--- config.mk ---
export PLATFORM = sky130hd
export DESIGN_NAME = i2s_tx
export DESIGN_NICKNAME = d
export VERILOG_FILES = /design/src/rtl/i2s_tx.sv
export SDC_FILE = /design/constraint.sdc
export NUM_CORES = 1
export LEC_CHECK = 0
export BUFFER_PORTS_ARGS = -buffer_cell sky130_fd_sc_hd__buf_2
export CAP_MARGIN = 20
export CORE_MARGIN = 4
export CORE_UTILIZATION = 55
export DETAILED_ROUTE_END_ITERATION = 7
export PLACE_DENSITY = 0.79
export SLEW_MARGIN = 20
export SYNTH_ARGS = -nofsm -noshare
export SYNTH_HDL_FRONTEND = slang
export SYNTH_SLANG_ARGS = --single-unit
--- constraint.sdc ---
create_clock -name clkin -period 8.1 [get_ports clkin]
set_clock_uncertainty 0.15 [all_clocks]
set_input_delay 0.81 -clock clkin [delete_from_list [all_inputs] [get_ports clkin]]
set_output_delay 0.81 -clock clkin [all_outputs]
set_load 0.01 [all_outputs]
--- src/rtl/i2s_tx.sv ---
// I2S / left-justified stereo transmitter with a small frame FIFO.
// Serial clocks free-run while enabled; an empty FIFO at frame start sends silence and flags underrun.
module i2s_tx #(
    parameter int unsigned DATA_WIDTH = 24,
    parameter int unsigned SLOT_WIDTH = 32,
    parameter int unsigned SCK_DIV    = 8,
    parameter int unsigned FIFO_DEPTH = 4,
    parameter int unsigned MODE       = 0
) (
    input  logic                          clkin,
    input  logic                          rst_n,
    input  logic                          en,
    input  logic [2*DATA_WIDTH-1:0]       s_data,
    input  logic                          s_valid,
    output logic                          s_ready,
    output logic [$clog2(FIFO_DEPTH):0]   fifo_level,
    output logic                          underrun,
    input  logic                          underrun_clr,
    output logic                          mck,
    output logic                          sck,
    output logic                          lrck,
    output logic                          sd
);
    localparam int unsigned AW    = $clog2(FIFO_DEPTH);
    localparam int unsigned LW    = AW + 1;
    localparam int unsigned FW    = 2 * DATA_WIDTH;
    localparam int unsigned NBITS = 2 * SLOT_WIDTH;
    localparam int unsigned DIVW  = $clog2(SCK_DIV);
    localparam int unsigned BITW  = $clog2(NBITS);

    typedef enum logic [1:0] {ST_IDLE, ST_PRIME, ST_RUN} state_e;

    state_e              state_q, state_d;
    logic [DIVW-1:0]     div_q, div_d;
    logic [BITW-1:0]     bit_q, bit_d;
    logic [FW-1:0]       shadow_q, shadow_d;
    logic [DATA_WIDTH-1:0] sr_q, sr_d;
    logic                dly_q, dly_d;
    logic                sck_q, sck_d;
    logic                lrck_q, lrck_d;
    logic                sd_q, sd_d;
    logic                underrun_q, underrun_d;
    logic [AW-1:0]       wr_ptr_q, wr_ptr_d;
    logic [AW-1:0]       rd_ptr_q, rd_ptr_d;
    logic [LW-1:0]       level_q, level_d;
    logic [FW-1:0]       mem_q [FIFO_DEPTH];

    logic                push, pop, frame_end, frame_start, bit_start;
    logic                right_slot, slot_first, lj_bit;
    logic [DATA_WIDTH-1:0] sample;

    assign s_ready     = (level_q != LW'(FIFO_DEPTH));
    assign push        = s_valid && s_ready;
    assign frame_end   = (bit_q == BITW'(NBITS - 1)) && (div_q == DIVW'(SCK_DIV - 1));
    assign frame_start = en && ((state_q == ST_PRIME) || ((state_q == ST_RUN) && frame_end));
    assign pop         = frame_start && (level_q != '0);
    assign bit_start   = (state_q == ST_RUN) && (div_q == '0);
    assign right_slot  = (bit_q >= BITW'(SLOT_WIDTH));
    assign slot_first  = (bit_q == '0) || (bit_q == BITW'(SLOT_WIDTH));
    assign sample      = right_slot ? shadow_q[DATA_WIDTH-1:0] : shadow_q[FW-1:DATA_WIDTH];
    // Slot MSB comes straight from the shadow; later bits shift out of sr, zero-filling past DATA_WIDTH.
    assign lj_bit      = slot_first ? sample[DATA_WIDTH-1] : sr_q[DATA_WIDTH-1];

    // Serialiser sequencing: IDLE -> PRIME (first frame start) -> RUN
    always_comb begin
        state_d = state_q;
        div_d   = div_q;
        bit_d   = bit_q;
        sr_d    = sr_q;
        dly_d   = dly_q;
        sck_d   = 1'b0;
        lrck_d  = 1'b0;
        sd_d    = 1'b0;
        case (state_q)
            ST_IDLE:  state_d = ST_PRIME;
            ST_PRIME: state_d = ST_RUN;
            ST_RUN: begin
                sck_d  = (div_q >= DIVW'(SCK_DIV / 2));
                lrck_d = lrck_q;
                sd_d   = sd_q;
                if (bit_start) begin
                    lrck_d = right_slot;
                    sd_d   = (MODE == 1) ? lj_bit : dly_q;
                    dly_d  = lj_bit;
                    sr_d   = slot_first ? {sample[DATA_WIDTH-2:0], 1'b0}
                                        : {sr_q[DATA_WIDTH-2:0], 1'b0};
                end
                if (div_q == DIVW'(SCK_DIV - 1)) begin
                    div_d = '0;
                    bit_d = frame_end ? '0 : bit_q + 1'b1;
                end else begin
                    div_d = div_q + 1'b1;
                end
            end
            default: state_d = ST_IDLE;
        endcase
        if (!en) begin
            state_d = ST_IDLE;
            div_d   = '0;
            bit_d   = '0;
            sr_d    = '0;
            dly_d   = 1'b0;
            sck_d   = 1'b0;
            lrck_d  = 1'b0;
            sd_d    = 1'b0;
        end
    end

    // FIFO bookkeeping, shadow load at frame start, sticky underrun
    always_comb begin
        wr_ptr_d   = wr_ptr_q;
        rd_ptr_d   = rd_ptr_q;
        level_d    = level_q;
        shadow_d   = shadow_q;
        underrun_d = underrun_q;
        if (push) wr_ptr_d = wr_ptr_q + 1'b1;
        if (pop)  rd_ptr_d = rd_ptr_q + 1'b1;
        case ({push, pop})
            2'b10:   level_d = level_q + 1'b1;
            2'b01:   level_d = level_q - 1'b1;
            default: level_d = level_q;
        endcase
        if (frame_start) begin
            shadow_d = pop ? mem_q[rd_ptr_q] : '0;
            if (!pop) underrun_d = 1'b1;
        end
        if (underrun_clr) underrun_d = 1'b0;
    end

    always_ff @(posedge clkin) begin
        if (push) mem_q[wr_ptr_q] <= s_data;
    end

    always_ff @(posedge clkin or negedge rst_n) begin
        if (!rst_n) begin
            state_q    <= ST_IDLE;
            div_q      <= '0;
            bit_q      <= '0;
            shadow_q   <= '0;
            sr_q       <= '0;
            dly_q      <= 1'b0;
            sck_q      <= 1'b0;
            lrck_q     <= 1'b0;
            sd_q       <= 1'b0;
            underrun_q <= 1'b0;
            wr_ptr_q   <= '0;
            rd_ptr_q   <= '0;
            level_q    <= '0;
        end else begin
            state_q    <= state_d;
            div_q      <= div_d;
            bit_q      <= bit_d;
            shadow_q   <= shadow_d;
            sr_q       <= sr_d;
            dly_q      <= dly_d;
            sck_q      <= sck_d;
            lrck_q     <= lrck_d;
            sd_q       <= sd_d;
            underrun_q <= underrun_d;
            wr_ptr_q   <= wr_ptr_d;
            rd_ptr_q   <= rd_ptr_d;
            level_q    <= level_d;
        end
    end

    // Behavioural stand-in for the vendor DDR output cell (D0=1, D1=0)
    assign mck        = clkin;
    assign sck        = sck_q;
    assign lrck       = lrck_q;
    assign sd         = sd_q;
    assign underrun   = underrun_q;
    assign fifo_level = level_q;

endmodule

## Word level (Yosys, flattened, before mapping)

Memory sizes are Yosys's and may differ from the RTL's.
Cells that the tools add are included.

| word-level totals | value |
|---|---|
| RAM bits | 192 |
| register bits after elaboration | 95 |
| memories kept | 1 |

Memory list:

| name | depth | bits a word | read ports | clocked after memory_dff | write ports | line | RTL |
|---|---|---|---|---|---|---|---|
| mem_q | 4 | 48 | 1 | 0 | 1 | 46 | `logic [FW-1:0] mem_q [FIFO_DEPTH];` |

| operators by class | value |
|---|---|
| equality and inequality tests | 14 |
| magnitude comparators | 2 |
| reductions and logical operators | 17 |
| $add $sub $neg | 6 |
| mux-type cells | 33 |

Operators with widths:

| kind | number |
|---|---|
| $mux 24 | 5 |
| $mux 48 | 1 |
| $mux 6 | 4 |
| $mux 1 | 17 |
| $eq 6x6->1 const B | 2 |
| $mux 3 | 3 |
| $add 3x1->3 const B | 2 |
| $add 6x1->6 const B | 1 |
| $ge 6x6->1 const B | 1 |
| $logic_and 1x1->1 | 6 |
| $logic_not 6->1 | 1 |
| $ne 2x1->1 const B | 3 |
| $ne 3x3->1 const B | 2 |
| $pmux 2 s3 | 1 |
| $pmux 3 s2 | 1 |
| $reduce_and 2->1 | 3 |
| $add 2x1->2 const B | 2 |
| $eq 2x1->1 const B | 2 |
| $eq 2x2->1 const B | 2 |
| $ne 2x2->1 const B | 2 |
| $reduce_bool 2->1 | 2 |
| $eq 3x3->1 const B | 1 |
| $ge 3x3->1 const B | 1 |
| $logic_not 3->1 | 1 |
| 5 further kinds | 6 |

## Longest topological paths before layout

| logic depth | value |
|---|---|
| depth after elaboration | 9 |
| depth in mapped cells | 13 |

==> metrics.md <==
| Metric | Value |
|---|---|
| Worst Setup Path Type | `clk2out` |
| Post-cts sizing count | `0` |
| Status | `completed` |
| R2R depth | `11` |
| FF+latch count, synth | `286` |
| Commonest register cell after synthesis | `edfxtp_1` |
| Slowest CP cell | `clkbuf_16` |
| Post-synth EDFFs | `192` |
| Number of global-route vias before repair | `6415` |
| Length of the first detailed-routing pass in iterations | `5` |
| CP Depth | `3` |
| Hold Crit Class | `in2async` |
| Vias | `6129` |
| CP Max Fanout | `2` |
| Initial antenna violation count | `0` |
| Reg area | `8120 sq um` |
| Routability Congestion | `0.747` |
| Worst vdd ir | `0.263 mV` |
| Yosys warnings | `0` |
| Slew @ Worst Pin | `850 ps` |
| DIE AREA | `22900 sq um` |
| Net Count, Synth | `802` |
| Critical Path RT | `7140 ps` |
| Multi-input gate area | `2970 sq um` |
| Slew HR | `0.433` |
| R2R Path End | `fifo_level[2]` |
| Final Routed Wirelength | `21000 microns` |
| DRT iter0 DRCs | `428` |
| Post-DR wirelength/cell | `19.2 microns` |
| Reg2reg setup slack | `4940 ps` |
| Ys async rst share | `0.329` |
| Core ar. | `20200 sq um` |
| Final setup viols | `0` |
| Clk slew on worst S/H paths | `60 ps` |
| Postcts setup bufs | `0` |
| Largest net degree at the start of global routing | `100` |
| Slew Viols, Final | `0` |
| DIE HEIGHT | `151 microns` |
| Power per cell area | `356 nW/um^2` |
| First-pass GRT wire length | `34100 microns` |
| CTS Hold Buffers Added | `0` |
| Crit-path cells | `clkbuf_16, clkbuf_16, buf_2` |
| CP Launch Type | `clock port` |
| Area Overhead vs Synth | `14.5%` |
| Synth Cell Area | `11300 sq um` |
| Final WS setup | `2710 ps` |
| Leakage | `4.96 nW` |
| Dpl hpwl | `11800 microns` |
| Sequential area share after synthesis | `0.718` |
| Reg2reg start | `bit_q[5]` |
| CP delay by family, top | `buffers and inverters` |
| Initial Utilization | `0.559` |
| CTS tree | `done` |
| Dpl ws | `2980 ps` |
| Slowest cell delay on critical path | `130 ps` |
| Post-synthesis cell type count | `38` |
| Fin. Hold Viols | `0` |
| Global route overflow | `0` |
| CP Buf/Inv Count | `3` |
| Layout fillers | `1381` |
| Number of core rows | `52` |
| DR vias/cell | `5.60` |
| WP data arrival | `4430 ps` |
| I/O Buffers | `61` |
| Ant diodes | `0` |
| I/O pin count | `62` |
| Unrepaired setup endpoints after global routing | `false` |
| Crit. End Element | `output pin` |
| Post-route ant nets | `0` |
| Die Wd | `151 microns` |
| Final setup TNS | `0 ps` |
| Layout cells sized above 1 | `0.222` |
| Total of max-cap violations | `0` |
| Worst-skew pair later-pin latency | `650 ps` |
| Gate Count Post-Synth | `738` |
| CP most frequent cell | `clkbuf_16` |
| DRC Markers | `0` |
| Gr usage total | `0.193` |
| Average size of a mapped cell | `15.3 sq um` |
| Final net count | `866` |
[cell type report]
type / count / share of cell area
clock inverters: 15 / 0.0178
repair buffers: 72 / 0.0303
well taps: 270 / 0.0261
inverters: 11 / 0.00319
clock buffers: 42 / 0.0664
flip-flops and latches: 286 / 0.627
multi-input cells: 398 / 0.229
[how the worst max path moves through the flow]
stage | start | end
floorplan | clkin | mck
global placement | clkin | mck
detailed placement | clkin | mck
CTS | clkin | mck
global route | clkin | mck
finish | clkin | mck
[registers in the layout, indices dropped and copies added (netlist names)]
name and cells:
bit_q 6, sr_q 23, state_q 2, fifo_level 3, lrck 1, sck 1, mem_q 192, dly_q 1
rd_ptr_q 2, shadow_q 48, wr_ptr_q 2, underrun 1, sd 1, div_q 3
[cell families after synthesis]
group / Yosys count / share of synthesized area
simple gates: 193 / 0.0718
compound gates: 111 / 0.0508
fa+ha+maj: 11 / 0.0128
flops: 286 / 0.718
buf+inv: 54 / 0.0207
mux: 75 / 0.120
xor+xnor: 8 / 0.00620
[power breakdown]
group          internal, mW  switching [mW]
Sequential             1.93           0.179
Clock                 0.934           0.548
Combinational         0.444           0.577
[per-stage QoR]
step / util / power [mW] / cells / cell area [sq um] / hold WS, ps
2_1_floorplan: - / 2.85 / 738 / 11300 / 294
3_3_place_gp: 0.587 / 3.13 / 1038 / 11900 / 307
3_5_place_dp: 0.587 / 3.17 / 1038 / 11900 / 315
4_1_cts: 0.640 / 4.66 / 1094 / 13000 / 40.6
5_1_grt: 0.640 / 4.86 / 1094 / 13000 / 56.4
6_report: 0.640 / 4.61 / 1094 / 13000 / 30.9
[layout by cell type, fill, tap and decap left out, types with 2 or more instances in the layout]
cell type	count
mux4_2	48
nor2b_1	5
nand2b_1	3
clkbuf_1	7
buf_4	13
clkbuf_8	2
ha_1	10
nor2_1	6
clkinv_2	6
a21oi_1	5
dfrtp_1	92
o21ai_1	11
buf_2	60
clkbuf_16	32
o21ai_0	89
nand3_1	4
mux2_2	3
and3_1	2
edfxtp_1	192
xor2_1	6
inv_1	11
mux2i_1	24
and3_2	4
nand3b_1	3
bufinv_16	6
xnor2_1	2
and2_1	4
nand2_1	155
[cells in the mapped netlist (all sizes together) (2+ instances only)]
cell type,count,share of area
mux4,48,0.096
nand3b,3,0.0020
mux2,3,0.0030
nand3,4,0.0018
inv,11,0.0037
xor2,6,0.0046
and3,6,0.0033
buf,18,0.0087
nand2,155,0.051
nor2,7,0.0025
nor2b,5,0.0028
o21ai,100,0.044
dfrtp,94,0.21
nor3b,2,0.0018
xnor2,2,0.0015
nand2b,3,0.0017
and2,4,0.0022
clkbuf,25,0.0083
mux2i,24,0.021
a21oi,5,0.0022
edfxtp,192,0.51
ha,10,0.011
[layer usage]
metal  vias to the layer above  part of all wire  track usage
met4                         0             0.020       0.0630
met5                         -                 0            0
li1                       2834                 -            -
met3                        35             0.048       0.0347
met1                      3109              0.42        0.261
met2                       151              0.51        0.323
[worst reg2reg max path, cell delays in order (launching register included)]
cell and delay, ps:
dfrtp_1 320, buf_4 410, nand3_1 180, o31a_2 310, buf_4 390, nor2_2 280
ha_1 210, inv_1 60, fa_1 370, xor2_1 150, nor2_1 110, xor2_1 140
(Power assumes the default switching activity.)
